`src/rtl/gcbp_line_gen_param.sv`:
```
// GCBP successor line generator: extracts one (optionally gray-coded) bit plane per luma
// pixel and packs each horizontal sub-image window into a word for the sub-image BRAM writer.
module gcbp_line_gen_param #(
  parameter int C_LUMA_WIDTH      = 9,
  parameter int C_SUBIMAGE_WIDTH  = 128,
  parameter int C_NUM_SUBIMAGES   = 4,
  parameter int C_PIXELS_PER_LINE = 720,
  parameter int C_EDGE_GAP        = 41,
  parameter int C_INNER_GAP       = 42,
  parameter int C_CNT_BITS        = 10,
  parameter int C_SUB_BITS        = 2,
  parameter int C_LINE_BITS       = 10
) (
  input  logic                        i_clk,
  input  logic                        i_resetn,
  input  logic [C_LUMA_WIDTH-1:0]     i_luma_data,
  input  logic                        i_luma_data_valid,
  input  logic                        i_new_line,
  input  logic                        i_new_frame,
  input  logic [3:0]                  i_bit_plane,
  input  logic                        i_gray_en,
  input  logic                        i_line_ready,
  output logic [C_SUBIMAGE_WIDTH-1:0] o_line,
  output logic                        o_line_valid,
  output logic [C_SUB_BITS-1:0]       o_subimage_idx,
  output logic [C_LINE_BITS-1:0]      o_line_num,
  output logic                        o_overflow
);

  // state     | meaning
  // S_IDLE    | no line seen since reset
  // S_GAP     | counting pixels up to the start of window r_sub
  // S_CAPTURE | shifting plane bits of window r_sub
  // S_TAIL    | last window done, ignoring the rest of the line
  localparam logic [1:0] S_IDLE    = 2'd0;
  localparam logic [1:0] S_GAP     = 2'd1;
  localparam logic [1:0] S_CAPTURE = 2'd2;
  localparam logic [1:0] S_TAIL    = 2'd3;

  localparam int                    C_STRIDE     = C_SUBIMAGE_WIDTH + C_INNER_GAP;
  localparam logic [3:0]            C_KMAX       = 4'(C_LUMA_WIDTH - 1);
  localparam logic [C_SUB_BITS-1:0] C_LAST_SUB   = C_SUB_BITS'(C_NUM_SUBIMAGES - 1);
  localparam logic [C_CNT_BITS-1:0] C_PPL        = C_CNT_BITS'(C_PIXELS_PER_LINE);
  localparam logic [1:0]            C_LINE_ENTRY = (C_EDGE_GAP == 0) ? S_CAPTURE : S_GAP;
  localparam logic [1:0]            C_NEXT_WIN   = (C_INNER_GAP == 0) ? S_CAPTURE : S_GAP;

  logic [1:0]                  r_state;
  logic [C_SUB_BITS-1:0]       r_sub;
  logic [C_CNT_BITS-1:0]       r_pix;
  logic [C_SUBIMAGE_WIDTH-2:0] r_shift;
  logic [C_LINE_BITS-1:0]      r_line;
  logic                        r_first;
  logic [3:0]                  r_plane;
  logic                        r_gray;

  logic [1:0]                  w_state;
  logic [C_SUB_BITS-1:0]       w_sub;
  logic [C_CNT_BITS-1:0]       w_pix;
  logic [C_SUBIMAGE_WIDTH-2:0] w_shift;
  logic [3:0]                  w_k;
  logic                        w_gray;
  logic [1:0]                  w_luma_sh;
  logic                        w_bit;
  logic                        w_beat;
  logic [31:0]                 w_p32;
  logic [31:0]                 w_start;
  logic [31:0]                 w_end;
  logic                        w_gap_hit;
  logic                        w_cap;
  logic                        w_done;
  logic                        w_xfer;
  logic [C_SUBIMAGE_WIDTH-1:0] w_word;
  logic [C_LINE_BITS-1:0]      w_line_nxt;
  logic [C_LINE_BITS-1:0]      w_line_tag;

  // A new-line pulse restarts the line in the same cycle, so a coincident beat is pixel 0.
  assign w_state = i_new_line ? C_LINE_ENTRY : r_state;
  assign w_sub   = i_new_line ? '0 : r_sub;
  assign w_pix   = i_new_line ? '0 : r_pix;
  assign w_shift = i_new_line ? '0 : r_shift;
  assign w_k     = i_new_line ? ((i_bit_plane > C_KMAX) ? C_KMAX : i_bit_plane) : r_plane;
  assign w_gray  = i_new_line ? i_gray_en : r_gray;

  // Bit 1 of the shifted sample reads as 0 for the top plane, which gives the plain bit there.
  assign w_luma_sh = 2'(i_luma_data >> w_k);
  assign w_bit     = w_luma_sh[0] ^ (w_gray & w_luma_sh[1]);

  assign w_beat    = i_luma_data_valid && (w_pix < C_PPL);
  assign w_p32     = 32'(w_pix);
  assign w_start   = 32'(C_EDGE_GAP) + 32'(w_sub) * 32'(C_STRIDE);
  assign w_end     = w_start + 32'(C_SUBIMAGE_WIDTH - 1);
  assign w_gap_hit = w_beat && (w_state == S_GAP) && ((w_p32 + 32'd1) == w_start);
  assign w_cap     = w_beat && (w_state == S_CAPTURE);
  assign w_done    = w_cap && (w_p32 == w_end);
  assign w_word    = {w_shift, w_bit};
  assign w_xfer    = o_line_valid && i_line_ready;

  always_comb begin
    w_line_nxt = r_line;
    if (i_new_line) begin
      if (i_new_frame || r_first)
        w_line_nxt = '0;
      else if (r_line != '1)
        w_line_nxt = r_line + C_LINE_BITS'(1);
    end else if (i_new_frame) begin
      w_line_nxt = '0;
    end
  end

  assign w_line_tag = i_new_line ? w_line_nxt : r_line;

  always_ff @(posedge i_clk) begin
    if (!i_resetn) begin
      r_state        <= S_IDLE;
      r_sub          <= '0;
      r_pix          <= '0;
      r_shift        <= '0;
      r_line         <= '0;
      r_first        <= 1'b1;
      r_plane        <= '0;
      r_gray         <= 1'b0;
      o_line         <= '0;
      o_line_valid   <= 1'b0;
      o_subimage_idx <= '0;
      o_line_num     <= '0;
      o_overflow     <= 1'b0;
    end else begin
      o_overflow <= 1'b0;
      r_state    <= w_state;
      r_sub      <= w_sub;
      r_shift    <= w_shift;
      r_line     <= w_line_nxt;
      r_pix      <= w_beat ? (w_pix + C_CNT_BITS'(1)) : w_pix;

      if (i_new_line) begin
        r_plane <= w_k;
        r_gray  <= i_gray_en;
        r_first <= 1'b0;
      end else if (i_new_frame) begin
        r_first <= 1'b1;
      end

      if (w_cap)
        r_shift <= w_word[C_SUBIMAGE_WIDTH-2:0];
      if (w_gap_hit)
        r_state <= S_CAPTURE;
      if (w_done) begin
        if (w_sub == C_LAST_SUB) begin
          r_state <= S_TAIL;
        end else begin
          r_state <= C_NEXT_WIN;
          r_sub   <= w_sub + C_SUB_BITS'(1);
        end
      end

      // Single-entry output buffer; a word completing into a stalled full buffer is lost.
      if (w_done && (!o_line_valid || w_xfer)) begin
        o_line         <= w_word;
        o_subimage_idx <= w_sub;
        o_line_num     <= w_line_tag;
        o_line_valid   <= 1'b1;
      end else if (w_done) begin
        o_overflow <= 1'b1;
      end else if (w_xfer) begin
        o_line_valid <= 1'b0;
      end
    end
  end

endmodule

```
`config.mk`:
```
export PLATFORM = sky130hd
export DESIGN_NAME = gcbp_line_gen_param
export DESIGN_NICKNAME = d
export VERILOG_FILES = /design/src/rtl/gcbp_line_gen_param.sv
export SDC_FILE = /design/constraint.sdc
export NUM_CORES = 1
export LEC_CHECK = 0
export BUFFER_PORTS_ARGS = -buffer_cell sky130_fd_sc_hd__buf_2
export CORE_MARGIN = 2
export CORE_UTILIZATION = 52
export DETAILED_ROUTE_END_ITERATION = 10
export GPL_TIMING_DRIVEN = 0
export HOLD_SLACK_MARGIN = 0.12
export PLACE_DENSITY = 0.87
export SYNTH_ARGS = -nofsm -noshare
export SYNTH_HDL_FRONTEND = slang
export SYNTH_SLANG_ARGS = --single-unit
```
`constraint.sdc`:
```
create_clock -name i_clk -period 3.3 [get_ports i_clk]
set_clock_uncertainty 0.2 [all_clocks]
set_input_delay 0.66 -clock i_clk [delete_from_list [all_inputs] [get_ports i_clk]]
set_output_delay 0.66 -clock i_clk [all_outputs]
set_load 0.05 [all_outputs]
```
Word-level counts from Yosys, hierarchy flattened
Index checks and enable logic that the tools add are counted.
{"block": "word_totals", "elab_cells": 72, "register_bits": 299, "input_bits": 20}
{"block": "classes", "mul": 1, "n_reduce_logical": 14, "addsub": 6, "shift": 1, "bitwise": 3, "mux": 25, "n_eq_ne": 7, "order_cmp": 2}
{"operator": "$mux 127", "n": 2}
{"operator": "$mux 10", "n": 7}
{"operator": "$add 10x1->10 const B", "n": 2}
{"operator": "$mux 2", "n": 7}
{"operator": "$add 11x7->12 const B", "n": 1}
{"operator": "$eq 10x12->1", "n": 1}
{"operator": "$add 10x1->11 const B", "n": 1}
{"operator": "$add 6x10->11 const A", "n": 1}
{"operator": "$eq 11x11->1", "n": 1}
{"operator": "$lt 10x10->1 const B", "n": 1}
{"operator": "$ne 10x10->1 const B", "n": 1}
{"operator": "$mul 2x7->9 const B", "n": 1}
{"operator": "$shr 9x4->2", "n": 1}
{"operator": "$mux 4", "n": 2}
{"operator": "$logic_and 1x1->1", "n": 7}
{"operator": "$mux 1", "n": 7}
{"operator": "$eq 2x2->1 const B", "n": 2}
{"operator": "$gt 4x4->1 const B", "n": 1}
{"operator": "$reduce_bool 2->1", "n": 2}
{"operator": "$add 2x1->2 const B", "n": 1}
{"operator": "$eq 2x1->1 const B", "n": 1}
{"operator": "$logic_or 1x1->1", "n": 2}
{"operator": "$ne 2x1->1 const B", "n": 1}
{"operator": "$reduce_and 2->1", "n": 1}
{"operator": "5 further kinds", "n": 5}

Depth between registers and ports, before layout
{"block": "logic_depth", "depth_word": 9, "ltp_mapped": 14}

Worst setup path before layout
OpenSTA, ideal clock, no wires.
{"block": "synth_timing", "path_kind": "input port to flip-flop", "startpoint": "input i_new_line", "endpoint": "register o_line[100]", "path_slack_ps": -100, "path_stages": 13, "setup_ps": 115, "n_path_buf": 3, "arrival_ps": 3085, "cell_sequence": "inv_1 clkbuf_1 nand2_1 inv_1 ha_1 xor2_1 o211ai_1 a221oi_1 nand4_1 buf_2 clkbuf_1 a21oi_1 nor2b_1"}
{"block": "synth_between", "elab_chain_cells": 7, "elab_cells_between_ends": 14, "classes_between": "add/sub: 2; mul: 1; order compare: 1; eq/ne: 2; mux: 4; reduce/logical: 4"}
{"item": "from (decl)", "line": "18", "rtl": "input logic i_new_line,"}
{"item": "$mux 2", "line": "78", "rtl": "assign w_sub = i_new_line ? '0 : r_sub;"}
{"item": "$mul 2x7->9", "line": "90", "rtl": "assign w_start = 32'(C_EDGE_GAP) + 32'(w_sub) * 32'(C_STRIDE);"}
{"item": "$add 6x10->11", "line": "90"}
{"item": "$add 11x7->12", "line": "91", "rtl": "assign w_end = w_start + 32'(C_SUBIMAGE_WIDTH - 1);"}
{"item": "net w_end[1]", "line": "67", "rtl": "logic [31:0] w_end;"}
{"item": "$eq 10x12->1", "line": "94", "rtl": "assign w_done = w_cap && (w_p32 == w_end);"}
{"item": "$logic_and 1x1->1", "line": "94"}
{"item": "$logic_and 1x1->1", "line": "157", "rtl": "if (w_done && (!o_line_valid || w_xfer)) begin"}
{"item": "to (signal assigned)", "line": "158", "rtl": "o_line <= w_word;"}
{"item": "to (decl)", "line": "23", "rtl": "output logic [C_SUBIMAGE_WIDTH-1:0] o_line,"}
The timed path passes the listed nets, and every way through them passes these cells.
A chain may end at the register's enable or synchronous reset.

Worst setup path in the final report
{"block": "layout_timing", "startpoint": "input i_new_line", "endpoint": "register r_state[0]"}
{"block": "layout_between", "elab_chain_cells": 7, "elab_cells_between_ends": 19, "classes_between": "add/sub: 3; mul: 1; order compare: 1; eq/ne: 4; mux: 5; reduce/logical: 5"}
{"item": "$mux 2 / $mux 10 (equally long branches)", "line": "78, 79"}
{"item": "$mul 2x7->9 / $lt 10x10->1 (equally long branches)", "line": "90, 88"}
{"item": "$add 6x10->11 / $logic_and 1x1->1 (equally long branches)", "line": "90, 88"}
{"item": "$add 11x7->12 (tied with other cells)", "line": "91"}
{"item": "$eq 10x12->1 / $logic_and 1x1->1 (equally long branches)", "line": "94, 92"}
{"item": "$logic_and 1x1->1 / $mux 2 (equally long branches)", "line": "94, 145"}
{"item": "$mux 2 (*)", "line": "147", "rtl": "if (w_done) begin"}
{"item": "to (signal assigned)", "line": "129", "rtl": "r_state <= w_state;"}
{"item": "to (decl)", "line": "47", "rtl": "logic [1:0] r_state;"}
Mark *: on every way between the ends. The rest lies on a longest branch, timed or not.

==> flow_summary.toml <==
[clocking]
clk_pin_slew_ns = 0.06
clock_latency_ns = 0.56
clock_path_buffers = 3
ctsRootBufferMaster = "clkbuf_16"
htreeDepth = 1
cts_made_buffers = 31
cts_tree = "built"
postCtsHoldBufs = 0
cts_sinks = 299

[critical_path]
path_cells = "buf_2 -> clkbuf_1 -> clkbuf_2 -> clkbuf_4 -> nor2b_1 -> ha_1 -> a31o_2 -> o21ai_0 -> a21oi_1 -> a2bb2oi_1 -> a211oi_1 -> nand3_1 -> and3_1"
start_kind = "input pin"
r2r.worst_path.cells = 10
crit_path_end_kind = "register"
required_ns = 3.56
startpoint = "i_new_line"
critPathArrivalTime_ns = 3.46
r2r-start = "r_pix[4]"
reg2reg_slack_ns = 0.30
crit_type = "in -> reg"
critPathMaxFanout = 10
cp_slowest_cell = "clkbuf_1"
r2r-end = "o_line[57]"
endpoint = "r_state[0]"
slowest_delay_ns = 0.37

[synth]
yosysTopAreaCell = "dfxtp_1"
syn_area_sq_um = 12200
async_flop_share_pct = 0
ys_warn_count = 0
syn_avg_cell_area_sq_um = 8.34
synth_nets = 1490
ys.flop_type = "dfxtp_1"
ys_top_cells_by_count = "dfxtp_1 (299), nand2_1 (298), a21oi_1 (258)"
synth-seq-cells = 299
synthMostInstantiatedCell = "dfxtp_1"
synthTopCellsByArea = "dfxtp_1 (49%), a21oi_1 (11%), nand2_1 (9.2%)"
synth_edf_count = 0
syn_inst = 1462
synth_top_area_share_pct = 49.1
ys_seq_area_share_pct = 49.1
synth_cell_types = 52

[sta]
drv_slew = 0
timing.fmax_mhz = 312
relSlewSlack_pct = 42.8
setup_viol = 0
worst_slew_pin_slew_ns = 0.859
rsz0062_at_grt = "true"
fin_crit_ns = 3.21
hold_viol = 0
fin_crit_sh_pct = 97.2

[route]
drc = 0
vias = 10623
ant_nets = 0
drt-pass1-iter-count = 7
wl_met2_um = 13700
initialDrtViolationCount = 761
wire_per_inst_um = 14.7
drt-vias-per-instance = 5.30
route.met3.wl_um = 2000
wirelength_met1_um = 13100
top_layer = "met4"
drt-total-wl_um = 29400

[place]
gp_congestion = 0.928
post-dp-hpwl_um = 20400
io_buffers = 161

[die]
std_cell_rows = 56
design.core.area_sq_um = 23300
dieArea_sq_um = 24700
die_w_um = 157
start_util_pct = 52.4
die_h_um = 157
pin_count = 162

[finish]
post-route-util_pct = 63.1
drive_gt1_share_pct = 16.1
syn_to_final_growth_pct = 20.4
num_antenna_cells = 0
nets = 1688

[flow_run]
drv_cap = 0

[power]
finalPower_mw = 7.70
ir_drop_v = 0.000441
pwr_density_cell_nw_per_um2 = 525
p_leak_nw = 5.20

[global_routing]
grt_pass1_vias = 9890
grt_start_max_net_pins = 16
antenna_found_initial = 0
grt_overflow = 0
grtUsageTotal_pct = 23.2
grt_pass1_wl_um = 47000

[hold_path]
hp-class = "in -> reg"

[status]
run_status = "complete, no violations"
-- layer usage --
layer | up-vias | GRT usage, %
li1 | 5308 | -
met1 | 5002 | 29.5
met2 | 265 | 39.2
met3 | 48 | 5.29
met4 | 0 | 7.32
met5 | - | 0
-- area by class of cell --
type | count | area (sq um)
repair buffers | 166 | 843
fillers | 2004 | 8590
plain buffers | 115 | 472
well taps | 319 | 399
flip-flops and latches | 299 | 5990
clock inverters | 18 | 275
multi-input cells | 1037 | 5780
inverters | 10 | 41.3
clock buffers | 40 | 880
-- how the worst min path moves through the flow --
stage	slack, ns	end	depth (start not counted)	startpoint
after floorplan	0.23	r_shift[126]	2	r_shift[126]
after global placement	0.24	o_line[5]	2	o_line[5]
after detailed placement	0.25	o_line[5]	2	o_line[5]
after CTS	0.19	r_gray	3	i_gray_en
after global routing	0.23	r_gray	3	i_gray_en
final	0.21	r_gray	3	i_gray_en
-- per-stage QoR --
step / hold WS (ns) / cells / TNS (ns) / cell area (sq um) / worst slack [ns]
after floorplan: 0.232 / 1462 / 0 / 12200 / 0.0616
after global placement: 0.242 / 1942 / -163.65 / 13400 / -1.31
after detailed placement: 0.250 / 1942 / -176.90 / 13400 / -1.41
after CTS: 0.192 / 2001 / 0 / 14600 / 0.00424
after global routing: 0.231 / 2004 / -0.191 / 14700 / -0.0373
final: 0.214 / 2004 / 0 / 14700 / 0.0908
-- report_power, final --
group / switching, mW / internal [mW] / leakage (nW)
sequential: 0.00537 / 3.62 / 2.41
clock: 1.44 / 2.42 / 0.574
combinational: 0.142 / 0.0743 / 2.21
total: 1.59 / 6.11 / 5.20
-- cell usage in the layout (no fill, tap or decap), drive strengths merged, types with 3 or more instances in the layout --
cell / Yosys / routed
a21oi: 258 / 258
a21boi: 16 / 16
inv: 10 / 11
nand4: 11 / 11
xor2: 10 / 10
a22o: 3 / 3
a31o: 3 / 3
and3: 5 / 5
o22ai: 3 / 3
dfxtp: 299 / 299
clkinv: 0 / 8
nand3: 22 / 22
buf: 28 / 192
nand2b: 7 / 7
clkbuf: 88 / 129
nand2: 298 / 298
mux2i: 8 / 8
xnor2: 10 / 10
nor3b: 124 / 124
ha: 8 / 8
nor3: 8 / 8
bufinv: 0 / 7
or3: 5 / 5
a22oi: 3 / 3
nor2b: 140 / 140
nor2: 26 / 26
o21ai: 21 / 21
and2: 14 / 14
-- timing repair --
| action | in CTS | in global routing |
|---|---|---|
| pin swaps | 1 | 1 |
| setup buffers | 2 | 3 |
| endpoints found under the setup margin | 141 | 188 |
| resized for setup | 5 | 23 |
-- registers in the layout (all words and copies together), names as in the netlist, 2 cells and up --
signal          count
r_shift           127
r_state             2
o_line_num         10
o_subimage_idx      2
o_line            128
r_sub               2
r_line             10
r_pix              10
r_plane             4
-- cells by family (layout without fill, tap and decap cells) --
family,Yosys count,count (layout),share of synthesized area (%)
simple gates,668,668,28.7
compound gates,331,331,15.0
flops,299,299,49.1
buf+inv,126,349,4.07
xor+xnor,20,20,1.44
mux,10,10,0.842
fa+ha+maj,8,8,0.821
-- worst max-delay path, delay by kind of cell --
family	cells	cell delay (ns)
and+or+nand+nor	3	0.45
buffers and inverters	4	1.24
AOI/OAI and AO/OA	5	0.81
adders and majority gates	1	0.29
Power figures use the tool's default switching activity.
